### src/rtl/cpu_pkg.sv
// ----------------------------------------------------------------------------
// cpu_pkg -- definitions shared across the CPU front end.
//
// Contents:
//   RESET_PC        address the core fetches from after reset
//   NOP_INSTR       canonical RV NOP (addi x0, x0, 0), used as filler
//   ifetch_state_t  fetch sequencer states
//   fetch_pkt_t     one fetched slot: address, instruction word, misalign flag
// ----------------------------------------------------------------------------
package cpu_pkg;

   localparam logic [63:0] RESET_PC  = 64'h0000_0000_8000_0000;
   localparam logic [31:0] NOP_INSTR = 32'h0000_0013;

   // IDLE : issuing (or about to issue) a request for pc
   // WAIT : one request outstanding, its response still to come
   // HOLD : a fetched slot is parked because decode is stalled
   // DROP : one request outstanding whose response must be thrown away
   typedef enum logic [1:0] {
      IDLE = 2'd0,
      WAIT = 2'd1,
      HOLD = 2'd2,
      DROP = 2'd3
   } ifetch_state_t;

   typedef struct packed {
      logic [63:0] pc;
      logic [31:0] instr;
      logic        misalign;
   } fetch_pkt_t;

endpackage

### src/rtl/ifetch.sv
// ----------------------------------------------------------------------------
// ifetch -- instruction fetch stage.
//
// Issues one instruction-memory request at a time for the address on pc,
// presents each returned word to decode through an output register, parks a
// word in a one-entry buffer while decode is stalled, and discards responses
// belonging to a fetch that was redirected (flush) or interrupted by reset.
// A misaligned pc is not sent to memory; it produces a NOP slot tagged with
// fetch_o_misalign instead.
//
// Ports:
//   clk, rst           clock; synchronous active-high reset
//   pc                 current fetch address from the PC register
//   fetch_i_pre_pc     pc + 4 (wraps modulo 2^64)
//   fetch_o_stall      1 = PC register must hold its value
//   flush              redirect or bubble this cycle
//   decode_stall       decode cannot accept a new slot
//   imem_req_*         request channel (valid/ready, 64-bit address)
//   imem_rsp_*         response channel, one in-order word per request
//   fetch_o_*          output register towards decode
// ----------------------------------------------------------------------------
module ifetch
   import cpu_pkg::*;
(
   input  logic        clk,
   input  logic        rst,
   input  logic [63:0] pc,
   output logic [63:0] fetch_i_pre_pc,
   output logic        fetch_o_stall,
   input  logic        flush,
   input  logic        decode_stall,
   output logic        imem_req_valid,
   output logic [63:0] imem_req_addr,
   input  logic        imem_req_ready,
   input  logic        imem_rsp_valid,
   input  logic [31:0] imem_rsp_data,
   output logic        fetch_o_valid,
   output logic [63:0] fetch_o_pc,
   output logic [31:0] fetch_o_instr,
   output logic        fetch_o_misalign
);

   ifetch_state_t state, state_n;

   fetch_pkt_t out_q;      // output register contents
   logic       out_valid;
   fetch_pkt_t buf_q;      // one-entry parking buffer, meaningful in HOLD only
   logic [63:0] req_pc;    // address of the outstanding request

   logic       aligned;
   logic       cand_valid; // a slot is available for decode this cycle
   fetch_pkt_t cand_pkt;
   logic       deliver;    // slot goes to the output register at the edge
   logic       park;       // slot goes to the buffer at the edge
   logic       req_fire;

   assign aligned        = (pc[1:0] == 2'b00);
   assign fetch_i_pre_pc = pc + 64'd4;

   // -------------------------------------------------------------------------
   // State register. A reset that lands while a response is still owed sends
   // the sequencer to DROP so the stale word is swallowed after reset.
   // -------------------------------------------------------------------------
   // NOTE: every clocked process uses non-blocking assignments so all
   // registers update from the same pre-edge values.
   always_ff @(posedge clk) begin
      if (rst) begin
         if ((state == WAIT || state == DROP) && !imem_rsp_valid)
            state <= DROP;
         else
            state <= IDLE;
      end else begin
         state <= state_n;
      end
   end

   // -------------------------------------------------------------------------
   // Next-state logic
   // -------------------------------------------------------------------------
   always_comb begin
      state_n = state;
      unique case (state)
         IDLE: begin
            if (park)
               state_n = HOLD;
            else if (req_fire)
               state_n = WAIT;
         end
         WAIT: begin
            // A response is consumed whatever else happens; flush only
            // matters for where the sequencer goes next.
            if (imem_rsp_valid)
               state_n = park ? HOLD : IDLE;
            else if (flush)
               state_n = DROP;
         end
         HOLD: begin
            if (flush || !decode_stall)
               state_n = IDLE;
         end
         DROP: begin
            if (imem_rsp_valid)
               state_n = IDLE;
         end
      endcase
   end

   // -------------------------------------------------------------------------
   // Output logic: pick the slot offered to decode this cycle, then decide
   // whether it is delivered, parked or dropped. Flush dominates stall.
   // -------------------------------------------------------------------------
   // NOTE: every variable written here gets a default first, so no path
   // leaves one unassigned and no latch is inferred.
   always_comb begin
      cand_valid = 1'b0;
      cand_pkt   = '{pc, NOP_INSTR, 1'b1};
      unique case (state)
         IDLE: cand_valid = !aligned;
         WAIT: begin
            cand_valid = imem_rsp_valid;
            cand_pkt   = '{req_pc, imem_rsp_data, 1'b0};
         end
         HOLD: begin
            cand_valid = 1'b1;
            cand_pkt   = buf_q;
         end
         DROP: cand_valid = 1'b0;
      endcase
   end

   assign deliver        = cand_valid && !flush && !decode_stall;
   assign park           = cand_valid && !flush &&  decode_stall;
   assign imem_req_valid = (state == IDLE) && aligned && !flush && !rst;
   assign imem_req_addr  = pc;
   assign req_fire       = imem_req_valid && imem_req_ready;
   // PC moves either to the redirect target or past a delivered slot.
   assign fetch_o_stall  = !(flush || deliver);

   // -------------------------------------------------------------------------
   // Output register
   // -------------------------------------------------------------------------
   always_ff @(posedge clk) begin
      if (rst) begin
         out_valid <= 1'b0;
         out_q     <= '{RESET_PC, NOP_INSTR, 1'b0};
      end else if (flush) begin
         out_valid <= 1'b0;
      end else if (deliver) begin
         out_valid <= 1'b1;
         out_q     <= cand_pkt;
      end else if (!decode_stall) begin
         out_valid <= 1'b0;
      end
   end

   // -------------------------------------------------------------------------
   // Request address and parking buffer
   // -------------------------------------------------------------------------
   // NOTE: these are pure datapath registers qualified by the FSM state, so
   // they carry no reset; "buffer empty" is simply state != HOLD.
   always_ff @(posedge clk) begin
      if (req_fire)
         req_pc <= pc;
      if (park)
         buf_q <= cand_pkt;
   end

   assign fetch_o_valid    = out_valid;
   assign fetch_o_pc       = out_q.pc;
   assign fetch_o_instr    = out_q.instr;
   assign fetch_o_misalign = out_q.misalign;

endmodule

### config.mk
export PLATFORM = sky130hd
export DESIGN_NAME = ifetch
export DESIGN_NICKNAME = d
export VERILOG_FILES = /design/src/rtl/cpu_pkg.sv /design/src/rtl/ifetch.sv
export SDC_FILE = /design/constraint.sdc
export NUM_CORES = 1
export LEC_CHECK = 0
export CORE_UTILIZATION = 49
export DETAILED_ROUTE_END_ITERATION = 12
export HOLD_SLACK_MARGIN = 0.08
export PLACE_DENSITY = 0.93
export SLEW_MARGIN = 20
export SYNTH_ARGS = -nofsm -noshare
export SYNTH_HDL_FRONTEND = slang
export SYNTH_SLANG_ARGS = --single-unit
### constraint.sdc
create_clock -name clk -period 4.7 [get_ports clk]
set_clock_uncertainty 0.15 [all_clocks]
set_input_delay 0.94 -clock clk [delete_from_list [all_inputs] [get_ports clk]]
set_output_delay 0.94 -clock clk [all_outputs]
set_load 0.03 [all_outputs]
== Yosys cells after proc, flatten, opt, wreduce, memory -nomap -nowiden ==
Cells that the tools add are included.
Storage, ports and cells
  flip-flop bits (word level): 261
  bits in latches: 0
  memory bits (writable): 0
  ROM bits: 0
  input bits: 102
  output and inout port bits: 228
  word-level logic and storage cells: 55
  memories kept: 0
Operators by class
  add/subtract/negate cells: 1
  $mul: 0
  div/mod/pow operators: 0
  magnitude comparators: 0
  equal/unequal tests: 8
  shifts and indexed selects: 0
  mux-type cells: 14
  bitwise gates (word level): 1
  reductions and logical operators: 22
Operators with widths (number)
  $pmux W97 S2: 1
  $add A64 B3 Y64 const B: 1
  $mux W2: 9
  $logic_and A1 B1 Y1: 8
  $ne A4 B4 Y1 const B: 2
  $pmux W2 S4: 1
  $logic_not A1 Y1: 6
  $ne A3 B3 Y1 const B: 2
  $eq A2 B2 Y1 const B: 2
  $logic_not A2 Y1: 2
  $pmux W1 S4: 1
  $reduce_and A4 Y1: 1
  $logic_or A1 B1 Y1: 3
  $eq A2 B1 Y1 const B: 1
  $mux W1: 2
  $ne A2 B1 Y1 const B: 1
  $reduce_and A2 Y1: 1
  $reduce_or A2 Y1: 1
  $not A1 Y1: 1

== Logic depth before layout (Yosys ltp) ==
  depth after elaboration: 9
  mapped depth: 11
  gate-level depth less buffers: 7

== Least setup slack after synthesis ==
Ideal clock, no wire load.
  path type: input -> register
  start: in imem_rsp_valid
  end: reg buf_q[0] (netlist bit) (enable)
  setup time: 0.450 ns
  arrival time: 3.541 ns
  required time: 4.100 ns
  path slack: 0.559 ns
  stages on the path: 4
  buffers on the path: 0
  path through: a211oi_1 a21o_1 or3b_2 inv_1
On the way
  longest elaborated chain between the ends: 3
Ends and longest elaborated chain
  from (decl): line ifetch.sv:35  | input logic imem_rsp_valid,
  $pmux W1 S4: line ifetch.sv:117  | unique case (state)
  $logic_and A1 B1 Y1 (2 in a row): line ifetch.sv:132  | assign park = cand_valid && !flush && decode_stall;
  net park: line ifetch.sv:54  | logic park;
  to (signal assigned): line ifetch.sv:165  | buf_q <= cand_pkt;
  to (decl): line ifetch.sv:47  | fetch_pkt_t buf_q;
The timed path passes the listed nets, and every way through them passes these cells.
A chain may end at the register's enable or synchronous reset.

== Worst setup path in the final report ==
  start: in pc[30]
  end: out fetch_i_pre_pc[56]
On the way
  longest elaborated chain between the ends: 1
Ends and longest elaborated chain
  from (decl): line ifetch.sv:27  | input logic [63:0] pc,
  $add A64 B3 Y64: line ifetch.sv:58  | assign fetch_i_pre_pc = pc + 64'd4;
  to (decl): line ifetch.sv:28  | output logic [63:0] fetch_i_pre_pc,
Every way passes these cells.

==> out/qor.json <==
{
  "outcome": {
    "status": "finished clean"
  },
  "logic_synthesis": {
    "postSynth.asyncResetShare": 0,
    "synth.top_cells.by_area": "sky130_fd_sc_hd__edfxtp_1 41%, sky130_fd_sc_hd__dfxtp_1 16%, sky130_fd_sc_hd__a22oi_1 6.1%",
    "yosys.area.top_type_share": 0.410,
    "synth_area_leader_cell": "sky130_fd_sc_hd__edfxtp_1",
    "synth_ff_type": "sky130_fd_sc_hd__edfxtp_1",
    "synthesis.area_um2": 11900,
    "ys_seq_elements": 261,
    "synth_cell_types": 46,
    "synthesis.instances": 1144,
    "seq_area_frac_synth": 0.574,
    "syn-num-nets": 1252,
    "yosys_warnings": 0,
    "synth_area_per_cell_um2": 10.4,
    "number_of_synthesized_flops_with_an_enable_pin": 163
  },
  "placed_design": {
    "place_hpwl_um": 23000,
    "port-buffer-count": 329,
    "place_worst_setup_slack_ns": 0.314,
    "globalplace.congestion": 0.861
  },
  "floorplanning": {
    "floorplan.core_area_um2": 23700,
    "dieArea_um2": 25000,
    "die_w_um": 158,
    "top_level_ports": 330,
    "placementRows": 56,
    "die_height_um": 158,
    "initial_utilization": 0.504
  },
  "power_and_ir_drop": {
    "switching_portion_of_total_power": 0.365,
    "cell_internal_pwr_mw": 5.43,
    "clockPowerShare": 0.236,
    "power_frac_comb": 0.392,
    "total_power_draw_mw": 8.56,
    "vdd.ir_drop.worst_v": 0.000718,
    "sequential_cell_fraction_of_total_power": 0.372,
    "power.net_switching_mw": 3.13,
    "powerDensity_nw_per_um2": 533,
    "static_leak_nw": 5.57
  },
  "setup_path": {
    "path_delay_family": "simple AND/OR/NAND/NOR gates",
    "worst_setup_path_end_kind": "primary output",
    "crit_slowest_cell": "sky130_fd_sc_hd__nor4_1",
    "crit_path_max_fanout": 7,
    "cpPeakStageDelay_ns": 0.61,
    "regToRegStartpoint": "state[0]$_DFFE_PP_",
    "worst_setup_path_startpoint": "pc[30]",
    "crit_arrival_ns": 3.42,
    "critical_path_buf_inv_count": 3,
    "worstSetupPathType": "in -> out",
    "startpoint_type": "input port",
    "crit_chain": "clkdlybuf4s50_1 -> buf_4 -> nand4_1 -> nor4_1 -> and3_2 -> nand4_1 -> xnor2_1 -> buf_4",
    "cp_data_required_time_ns": 3.61
  },
  "clock_tree": {
    "clk_pin_slew_ns": 0.06,
    "cts_tree": "done",
    "worst_skew_pair.late_latency_ns": 0.52,
    "inserted_clock_buffers": 26,
    "ctsResizeCount": 0,
    "clock_path_buffers": 3,
    "clock_root_buffer": "sky130_fd_sc_hd__clkbuf_16",
    "post_cts_buffers": 0,
    "cts_max_level": 1,
    "hold_buffers_post_cts": 0,
    "cts_num_sinks": 261
  },
  "global_route": {
    "grt_max_degree": 116,
    "use_met2": 0.463,
    "grt.total_usage": 0.273,
    "grt.overflow.total": 0,
    "met1_usage": 0.340,
    "globalRouteMet3Util": 0.0616,
    "grt_pass1_vias": 9635,
    "grt_pass1_wl_um": 52500,
    "antenna_violations_before_repair": 1,
    "grt.busiest_layer": "met2"
  },
  "timing": {
    "fin_setup_tns_ns": 0,
    "final_period_minus_worst_setup_slack_ns": 4.51,
    "final_report_setup_violation_count": 0,
    "finalWorstSetupSlack_ns": 0.194,
    "slew_violations": 0,
    "worst-slew-pin-transition_ns": 0.891,
    "final_hold_viol_count": 0,
    "rsz0062_at_grt": "no",
    "min_period_over_period": 0.959,
    "timing.fmax_ghz": 0.222,
    "worst_slew_margin_rel": 0.406
  },
  "drt": {
    "drt_first_pass_iters": 5,
    "drt-total-wl_um": 35200,
    "antenna_violating_nets_post_route": 0,
    "drtIter0Drc": 671,
    "via_density": 5.70,
    "dr_total_vias": 9948,
    "drc_errors": 0,
    "wl_per_cell_um": 20.1
  },
  "finish": {
    "layout-area-overhead-vs-synth_pct": 34.6,
    "final_layout_size_suffix_gt1_frac": 0.106,
    "final_nets": 1516,
    "n_fill_cell": 1728,
    "diode_count": 0
  },
  "job": {
    "maxCapViolCount": 0
  },
  "hold_path": {
    "min-delay-path-class": "reg -> reg",
    "timing.hold.worst.start": "fetch_o_pc[21]$_SDFFE_PP0P_"
  }
}
per-stage QoR:
| step | util | area [um2] | hold WS (ns) | instances |
|---|---|---|---|---|
| after floorplan | - | 11900 | 0.382 | 1144 |
| after global placement | 0.642 | 15200 | 0.292 | 1698 |
| final | 0.679 | 16100 | 0.302 | 1746 |
| after detailed placement | 0.642 | 15200 | 0.296 | 1698 |
| after CTS | 0.677 | 16000 | 0.305 | 1745 |
| after global routing | 0.679 | 16100 | 0.323 | 1746 |
state kept, by name (all words and copies together), names as in the netlist:
register and cells:
buf_q 97, fetch_o_instr 32, fetch_o_misalign 1, fetch_o_pc 64
fetch_o_valid 1, req_pc 64, state 2
routing by layer:
| layer | part of all wire | up-vias |
|---|---|---|
| met3 | 0.096 | 80 |
| met2 | 0.50 | 574 |
| met1 | 0.37 | 4757 |
| met5 | 0.00048 | - |
| li1 | - | 4535 |
| met4 | 0.031 | 2 |
cells in the mapped netlist, drive strengths merged (19+ instances only):
| library cell | count |
|---|---|
| nand4 | 19 |
| buf | 87 |
| nor2b | 31 |
| mux2i | 29 |
| xnor2 | 44 |
| a22oi | 97 |
| edfxtp | 163 |
| a21oi | 130 |
| nand3 | 34 |
| clkbuf | 54 |
| nand2 | 156 |
| dfxtp | 98 |
| nor2 | 115 |
cell families (layout without fill, tap and decap cells):
group / count (synthesis) / after routing / share of synthesized area
XOR/XNOR: 60 / 60 / 0.0447
buffers and inverters: 147 / 430 / 0.0696
adder cells (fa/ha/maj): 6 / 6 / 0.00629
AO/OA/AOI/OAI: 235 / 235 / 0.120
AND/OR/NAND/NOR: 406 / 406 / 0.161
flip-flops: 261 / 261 / 0.574
multiplexers: 29 / 29 / 0.0243
path summary, 6_finish.rpt:
| path | to | slack [ns] | cells after the start |
|---|---|---|---|
| min | fetch_o_pc[21]$_SDFFE_PP0P_ | 0.30 | 2 |
| min reg2reg | fetch_o_pc[21]$_SDFFE_PP0P_ | 0.30 | 2 |
| max | fetch_i_pre_pc[56] | 0.19 | 8 |
| max reg2reg | fetch_o_instr[22]$_SDFFE_PP0P_ | 1.46 | 9 |
placed cells by master (no fill, tap or decap), drive strengths merged:
cell             n
and2             3
and4             8
inv              6
bufinv           2
or3              2
o21bai           1
a21oi          130
clkdlybuf4s50  283
nor4b            1
o21ai            3
xor2            16
a22oi           97
buf             94
clkinv           1
ha               6
a21o             2
edfxtp         163
nand2          156
nor2           115
nor4             4
xnor2           44
mux2i           29
nand4           19
or4              1
nor3b            1
nor3             9
clkbuf          44
nand3           34
dfxtp           98
a211o            1
or3b             1
nand3b           4
nor2b           31
and3            17
a211oi           1
worst reg2reg max path: cells and delay by family (launching register included):
| kind | cells | cell delay (ns) |
|---|---|---|
| buffers and inverters | 3 | 1.41 |
| DFF | 1 | 0.45 |
| muxes | 1 | 0.37 |
| AOI/OAI and AO/OA | 2 | 0.27 |
| adders and majority gates | 1 | 0.23 |
| and+or+nand+nor | 2 | 0.21 |
area by class of cell:
class                           count  area [um2]  area share
Clock inverter                      3        63.8     0.00397
Multi-Input combinational cell    736        4300       0.268
Tap cell                          319         399      0.0248
Inverter                            6        25.0     0.00156
Sequential cell                   261        6860       0.427
Timing Repair Buffer              377        3670       0.228
Clock buffer                       44         759      0.0473
power by group through the flow:
stage	logic [mW]	registers [mW]	clock network, mW
after global placement	3.16	3.21	0
after detailed placement	3.28	3.22	0
final	3.36	3.18	2.02
after global routing	3.63	3.21	2.14
after floorplan	1.93	3.48	0
after CTS	3.31	3.18	2.04
No activity file was read; power rests on OpenSTA's default activity.
